==> config.mk <==
export PLATFORM = sky130hd
export DESIGN_NAME = rr_arbiter4
export DESIGN_NICKNAME = d
export VERILOG_FILES = /design/src/rtl/rr_arbiter4.sv
export SDC_FILE = /design/constraint.sdc
export NUM_CORES = 1
export LEC_CHECK = 0
export CORE_MARGIN = 3
export CORE_UTILIZATION = 52
export DETAILED_ROUTE_END_ITERATION = 6
export PLACE_DENSITY = 0.82
export REMOVE_ABC_BUFFERS = 1
export SLEW_MARGIN = 30
export SYNTH_ARGS = -nofsm -noshare
export SYNTH_HDL_FRONTEND = slang
export SYNTH_SLANG_ARGS = --single-unit
export TNS_END_PERCENT = 30
==> constraint.sdc <==
create_clock -name clk -period 3.9 [get_ports clk]
set_clock_uncertainty 0.1 [all_clocks]
set_input_delay 0.78 -clock clk [delete_from_list [all_inputs] [get_ports clk]]
set_output_delay 0.78 -clock clk [all_outputs]
set_load 0.01 [all_outputs]
==> src/rtl/rr_arbiter4.sv <==
// rr_arbiter4: four-requester round-robin arbiter with registered, held grants.
// The scan starts at a rotating pointer so the last winner becomes lowest
// priority. Optional hold timeout is enabled by defining ARB_TIMEOUT_EN; in the
// default build the owner keeps the grant until it drops its request.
module rr_arbiter4 #(
    parameter int MAX_HOLD = 8
) (
    input  logic       clk,
    input  logic       areset_n,
    input  logic [3:0] req,
    output logic [3:0] gnt,
    output logic       gnt_valid,
    output logic [1:0] gnt_pos
);

    // Reject illegal hold limits when the design is elaborated.
    if (MAX_HOLD < 2 || MAX_HOLD > 255) begin : g_bad_max_hold
        $error("rr_arbiter4: MAX_HOLD must be in 2..255");
    end

    typedef enum logic {
        IDLE  = 1'b0,
        GRANT = 1'b1
    } state_t;

    state_t     state_reg;
    logic [1:0] ptr_reg;
    logic [3:0] gnt_reg;
    logic [1:0] pos_reg;

    logic [3:0] cand;
    logic [3:0] rot;
    logic [1:0] offset;
    logic [1:0] winner;
    logic       have_cand;
    logic       owner_req;
    logic       force_handoff;
    logic       take_new;
    logic       go_idle;

    // Candidates for the scan: every request, minus the current owner while granted.
    always_comb begin
        cand = req;
        if (state_reg == GRANT) begin
            cand[pos_reg] = 1'b0;
        end
    end

    // Rotate candidates so that bit 0 corresponds to the pointer position.
    for (genvar gi = 0; gi < 4; gi++) begin : g_rot
        assign rot[gi] = cand[2'(ptr_reg + 2'(gi))];
    end

    // First-set-bit encoder on the rotated vector.
    always_comb begin
        casez (rot)
            4'b???1: offset = 2'd0;
            4'b??10: offset = 2'd1;
            4'b?100: offset = 2'd2;
            4'b1000: offset = 2'd3;
            default: offset = 2'd0;
        endcase
    end

    assign winner    = 2'(ptr_reg + offset);
    assign have_cand = |cand;
    assign owner_req = req[pos_reg];

`ifdef ARB_TIMEOUT_EN
    localparam logic [7:0] HOLD_LAST = 8'(MAX_HOLD - 1);

    logic [7:0] cnt_reg;

    // Consecutive-hold counter: cleared on every new grant, saturates at the limit.
    always_ff @(posedge clk or negedge areset_n) begin
        if (!areset_n) begin
            cnt_reg <= 8'd0;
        end else if (take_new) begin
            cnt_reg <= 8'd0;
        end else if (state_reg == GRANT && cnt_reg != HOLD_LAST) begin
            cnt_reg <= cnt_reg + 8'd1;
        end
    end

    assign force_handoff = (state_reg == GRANT) && (cnt_reg == HOLD_LAST) && have_cand;
`else
    assign force_handoff = 1'b0;
`endif

    // Arbitration decision for the coming edge.
    assign take_new = (state_reg == IDLE) ? have_cand
                                          : ((!owner_req || force_handoff) && have_cand);
    assign go_idle  = (state_reg == GRANT) && !owner_req && !have_cand;

    // Arbiter FSM with registered grant, owner index and rotating pointer.
    always_ff @(posedge clk or negedge areset_n) begin
        if (!areset_n) begin
            state_reg <= IDLE;
            ptr_reg   <= 2'd0;
            gnt_reg   <= 4'b0000;
            pos_reg   <= 2'd0;
        end else if (take_new) begin
            state_reg <= GRANT;
            gnt_reg   <= 4'b0001 << winner;
            pos_reg   <= winner;
            ptr_reg   <= 2'(winner + 2'd1);
        end else if (go_idle) begin
            state_reg <= IDLE;
            gnt_reg   <= 4'b0000;
        end
    end

    assign gnt       = gnt_reg;
    assign gnt_valid = |gnt_reg;
    assign gnt_pos   = pos_reg;

endmodule

==> results of run 1 <==
## cells in the final DEF, fill, tap and decap left out, types with 2 or more instances in the layout
cell type / n
clkdlybuf4s50_1: 12
dfrtp_1: 9
nand2_1: 6
inv_1: 5
o221ai_1: 4
nand3_1: 4
xnor2_1: 3
a211oi_1: 3
nand2b_1: 3
nor2_1: 3
a21oi_1: 3
ha_1: 3
clkbuf_4: 3
mux2_1: 2
a2111oi_4: 2
o211ai_2: 2
## path summary, 6_finish.rpt
kind,from,to,slack (ps),cells past startpoint
worst max-delay path,req[1],gnt[1],530,11
worst min-delay path,gnt[2],gnt[2],440,1
worst max register to register,gnt_pos[0],gnt[1],890,10
worst min register to register,gnt[2],gnt[2],440,1
max in group asynchronous,areset_n,gnt_pos[1],2720,1
min in group asynchronous,areset_n,gnt[2],700,1
## layer usage
layer / up-vias / track usage, %
met5: - / 0
li1: 355 / -
met2: 17 / 30.5
met4: 0 / 11.0
met1: 349 / 28.9
met3: 7 / 2.73
## cells by family (layout without fill, tap and decap cells)
kind of cell	after synthesis	after routing	synth area share, %
adder cells (fa/ha/maj)	3	3	4.36
AO/OA/AOI/OAI	32	32	38.4
flip-flops	9	9	26.2
XOR/XNOR	3	3	3.05
buffers and inverters	8	21	5.38
AND/OR/NAND/NOR	23	23	15.0
multiplexers	5	5	7.70
## final cells by class
cell class	instances	area [um2]
fillers	122	523
inverters	5	18.8
multi-input cells	66	589
repair buffers	12	120
clock inverters	1	5.00
flip-flops and latches	9	225
clock buffers	3	22.5
well taps	16	20.0
## metrics by stage
step | cells | util [%] | hold WS, ps
6_report | 112 | 65.7 | 436
5_1_grt | 112 | 65.7 | 445
4_1_cts | 112 | 65.7 | 434
3_5_place_dp | 108 | 63.9 | 411
3_3_place_gp | 108 | 63.9 | 399
2_1_floorplan | 80 | - | 384
## power breakdown
group          total (mW)  switching, mW  internal [mW]
clock network      0.0742         0.0362         0.0380
registers           0.207         0.0685          0.138
logic               0.821          0.443          0.377
## critical path: cells and delay by family
family	cells	cell delay (ps)
AO/OA/AOI/OAI	5	960
XOR/XNOR	1	120
adder cells (fa/ha/maj)	2	550
buffers and inverters	1	580
multiplexers	1	290
AND/OR/NAND/NOR	1	150
==> results.txt, run 1 <==
PortBufs - 12
Synth area leader - dfrtp_1
Clock latency on the worst-skew pair - 270 ps
CP dominant cell by count - ha_1
Share of layout cells above drive strength 1 - 20.8%
I/O Pins - 13
Synth warnings - 0
WP data required - 3950 ps
Nets - 106
Routability Congestion - 0.836
Clk buf depth - 2
Starting Density - 56.5%
Setup TNS Final - 0 ps
Final worst slack - 528 ps
Top routing layer used - met4
Critical-path cell list - clkdlybuf4s50_1, or2_2, o221ai_1, a211oi_1, a31oi_1, o22ai_1, ha_1, xnor2_1, ha_1, mux2_1, a221o_1
Tmin final - 3370 ps
Rel. slew slack - 64.6%
Routed wire length - 1890 um
Max reg flops - 4
Synth top cells by count - dfrtp_1 (9), nand2_1 (6), inv_1 (5)
Pwr Density - 1100 nW/um2
Reg clk slew, reported paths - 60 ps
Clock Sinks - 9
Vias - 728
Critical-path top delay cell - clkdlybuf4s50_1
Dominant cells by area after synthesis - dfrtp_1 (26%), a2111oi_4 (6.4%), ha_1 (4.4%), o221ai_1 (4.1%), xnor2_1 (3.1%)
Area Growth Syn to Fin - 16.3%
Max cap viols - 0
All-Layer GR Usage - 20.6%
Die Span Y - 46.7 um
Outcome - complete, no violations
Starting DRC count in detailed routing - 13
# setup viols final - 0
Mapped Area - 861 um2
# hold bufs at CTS - 0
Clk root buf - clkbuf_4
Post-synth top flop - dfrtp_1
Ys async rst share - 100%
CTS tree - done
Crit path max fanout - 6
Pin count of the biggest net entering global routing - 11
ANT cells - 0
Fmax - 297 MHz
Post-CTS Setup Repair Bufs - 0
FF+latch count, synth - 9
Post-DP Area - 973 um2
Top cell type's share of synthesized area - 26.2%
Pre-CTS setup slack - 298 ps
Mean routed wirelength per cell - 16.9 um
Number of distinct library cells after synthesis - 44
First-pass GRT wire length - 3170 um
RSZ-0062 raised after global routing - no
Core Region - 1520 um2
Leak - 0.385 nW
DP Wirelength - 1490 um
Post-cts gate resize count - 0
Inserted Clock Buffers - 3
Startpoint Class - primary input
Most numerous cell in the Yosys netlist - dfrtp_1
Die X - 46.7 um
EDFF count, synth - 0
DRT Pass-1 Iters - 4
Post-DR vias/cell - 6.50
Met1 wire length - 847 um
Row count - 14
Register area share after synthesis - 26.2%
Critical path class - in2reg
Initial antenna violation count - 0
DRC errors left - 0
Post-DRT Antenna Nets - 0
Total Die Area - 2180 um2
GRT overflow - 0
WL met2 - 945 um
Post-Syn Instances - 83
Max IR drop VDD - 699 uV
Worst EP arrival - 3420 ps
Fin. max-slew vios - 0
Vias in the first global route - 697
Worst Tran Pin Value - 530 ps
Worst Setup End Kind - register
H-tree depth - 1
Endpoints failing hold - 0
Final period util - 86.5%
Hold WC Path Type - reg2reg
Final instance area - 1000 um2
Biggest cell delay along the critical path - 580 ps
Synthesized area per cell - 10.4 um2
Wire length on met3 - 49 um
Final Power - 1.10 mW
(Power assumes the default switching activity.)
==> inputs of run 2 (changes only) <==
PLACE_DENSITY = not set   (was 0.82)
PLACE_DENSITY_LB_ADDON = 0.12   (was not set)
==> results.txt, run 2 (synthesis results as in run 1) <==
I/O Pins - 13 (unchanged)
Critical-path top delay cell - clkdlybuf4s50_1
Critical path class - in2reg
Routed wire length - 1780 um (-5.8%)
Area Growth Syn to Fin - 17.9%
Max reg flops - 4 (unchanged)
Placed Cells - 110 (+1.9%)
# setup viols final - 0 (unchanged)
CTS tree - done
Core Region - 1520 um2 (unchanged)
Endpoints failing hold - 0 (unchanged)
Hold WC Path Type - reg2reg
Crit path max fanout - 6 (unchanged)
Biggest cell delay along the critical path - 570 ps (about the same)
PortBufs - 12 (unchanged)
Pre-CTS setup slack - 326 ps (+28.1 ps)
Rel. slew slack - 63.3% (-1.3 points)
Tmin final - 3320 ps (-55.0 ps)
DRC errors left - 0 (unchanged)
Post-CTS Setup Repair Bufs - 0 (unchanged)
GRT overflow - 0 (unchanged)
Die Span Y - 46.7 um (unchanged)
Critical-path cell list - clkdlybuf4s50_1, or2_2, o221ai_1, a211oi_1, a31oi_1, o22ai_1, ha_1, ha_1, mux2_1, a221o_1
Worst r2r path cells - 9 (-1)
Critical path depth - 10 (-1)
DRT Pass-1 Iters - 4 (unchanged)
Pwr Density - 1100 nW/um2 (about the same)
First-pass GRT wire length - 3090 um (-2.4%)
DP Wirelength - 1480 um (-0.44%)
WHS - 416 ps (-19.4 ps)
Worst Tran Pin Value - 550 ps (+19.5 ps)
H-tree depth - 1 (unchanged)
Outcome - complete, no violations
Inserted Clock Buffers - 3 (unchanged)
Final worst slack - 582 ps (+55.0 ps)
Worst Setup End Kind - register
Clk buf depth - 2 (unchanged)
Final instance area - 1010 um2 (+1.4%)
Post-DRT Antenna Nets - 0 (unchanged)
All-Layer GR Usage - 19.9% (-0.75 points)
Worst EP arrival - 3350 ps (-70 ps)
Routability Congestion - 0.791 (-5.3%)
# hold bufs at CTS - 0 (unchanged)
Reg clk slew, reported paths - 50 ps (about the same)
Setup TNS Final - 0 ps (unchanged)
Max cap viols - 0 (unchanged)
Startpoint Class - primary input
Most common cell after layout, fill and taps aside - clkdlybuf4s50_1
Post-cts gate resize count - 0 (unchanged)
Post-DR vias/cell - 6.30 (-3.1%)
Clock Sinks - 9 (unchanged)
Leak - 0.392 nW (+1.9%)
Final period util - 85.1% (-1.4 points)
Final Power - 1.12 mW (+1.3%)
CP Buf/Inv Count - 1 (unchanged)
CP dominant cell by count - ha_1
Vias in the first global route - 731 (+4.9%)
Non-filler cells, final - 114 (+1.8%)
WP data required - 3930 ps (-20 ps)
Mean routed wirelength per cell - 15.6 um (-7.4%)
Post-DP Area - 988 um2 (+1.5%)
Die X - 46.7 um (unchanged)
Met1 wire length - 876 um (+3.4%)
WL met2 - 862 um (-8.8%)
Flop2flop setup slack - 980 ps (+90 ps)
Hold path cells - 2 (+1)
Starting DRC count in detailed routing - 3 (-10)
CP delay by family, top - compound AO/OA/AOI/OAI gates
Wire length on met3 - 26 um (-47%)
Worst setup startpoint - req[1]
Initial antenna violation count - 0 (unchanged)
Starting Density - 56.5% (unchanged)
Share of layout cells above drive strength 1 - 21.4% (+0.60 points)
Reg2Reg Launch Point - ptr_reg[0]
Max IR drop VDD - 655 uV (-6.3%)
Clk root buf - clkbuf_4
Total Die Area - 2180 um2 (unchanged)
Nets - 108 (+1.9%)
ANT cells - 0 (unchanged)
Fmax - 301 MHz (+1.7%)
Pin count of the biggest net entering global routing - 11 (unchanged)
RSZ-0062 raised after global routing - no
Vias - 718 (-1.4%)
Top routing layer used - met4
Clock latency on the worst-skew pair - 240 ps (-30 ps)
End of the critical path - gnt[1]
Row count - 14 (unchanged)
Fin. max-slew vios - 0 (unchanged)
Most frequent cells in the layout - clkdlybuf4s50_1 (12), dfrtp_1 (9), nand2_1 (6), inv_1 (5)
R2R Path End - gnt[1]
Final core occ - 66.6% (+0.90 points)
-- run 2: cell count changes in the layout (fill, tap and decap cells not counted), sizes merged --
cell / delta
clkinv: -1
buf: +2
clkbuf: +1
-- run 2: worst min-delay path by stage --
stage             start  endpoint  slack [ps]
2_1_floorplan  areset_n    gnt[0]         380
3_3_place_gp     gnt[3]    gnt[3]         410
3_5_place_dp     gnt[0]    gnt[0]         400
4_1_cts          gnt[0]    gnt[0]         420
5_1_grt          gnt[0]    gnt[0]         450
6_report         gnt[0]    gnt[0]         420
-- run 2: worst min-delay path, delay by kind of cell (launching register included) --
kind	cells	cell delay (ps)
DFF	1	350
and+or+nand+nor	1	70
AOI/OAI and AO/OA	1	60
-- run 2: power by group --
group / internal (mW) / switching, mW / leakage [nW]
combinational: 0.394 / 0.455 / 0.269
sequential: 0.138 / 0.0642 / 0.108
clock: 0.0390 / 0.0262 / 0.0150
total: 0.571 / 0.545 / 0.392
-- run 2: layout make-up --
type,instances,area [um2]
Sequential cell,9,225
Tap cell,16,20.0
Fill cell,134,509
Inverter,5,18.8
Clock buffer,4,26.3
Multi-Input combinational cell,66,589
Timing Repair Buffer,14,135
-- run 2: per-layer routing --
| layer | GRT usage (%) | up-vias |
|---|---|---|
| li1 | - | 364 |
| met1 | 25.2 | 343 |
| met2 | 34.1 | 9 |
| met3 | 1.17 | 2 |
| met4 | 9.39 | 0 |
| met5 | 0 | - |
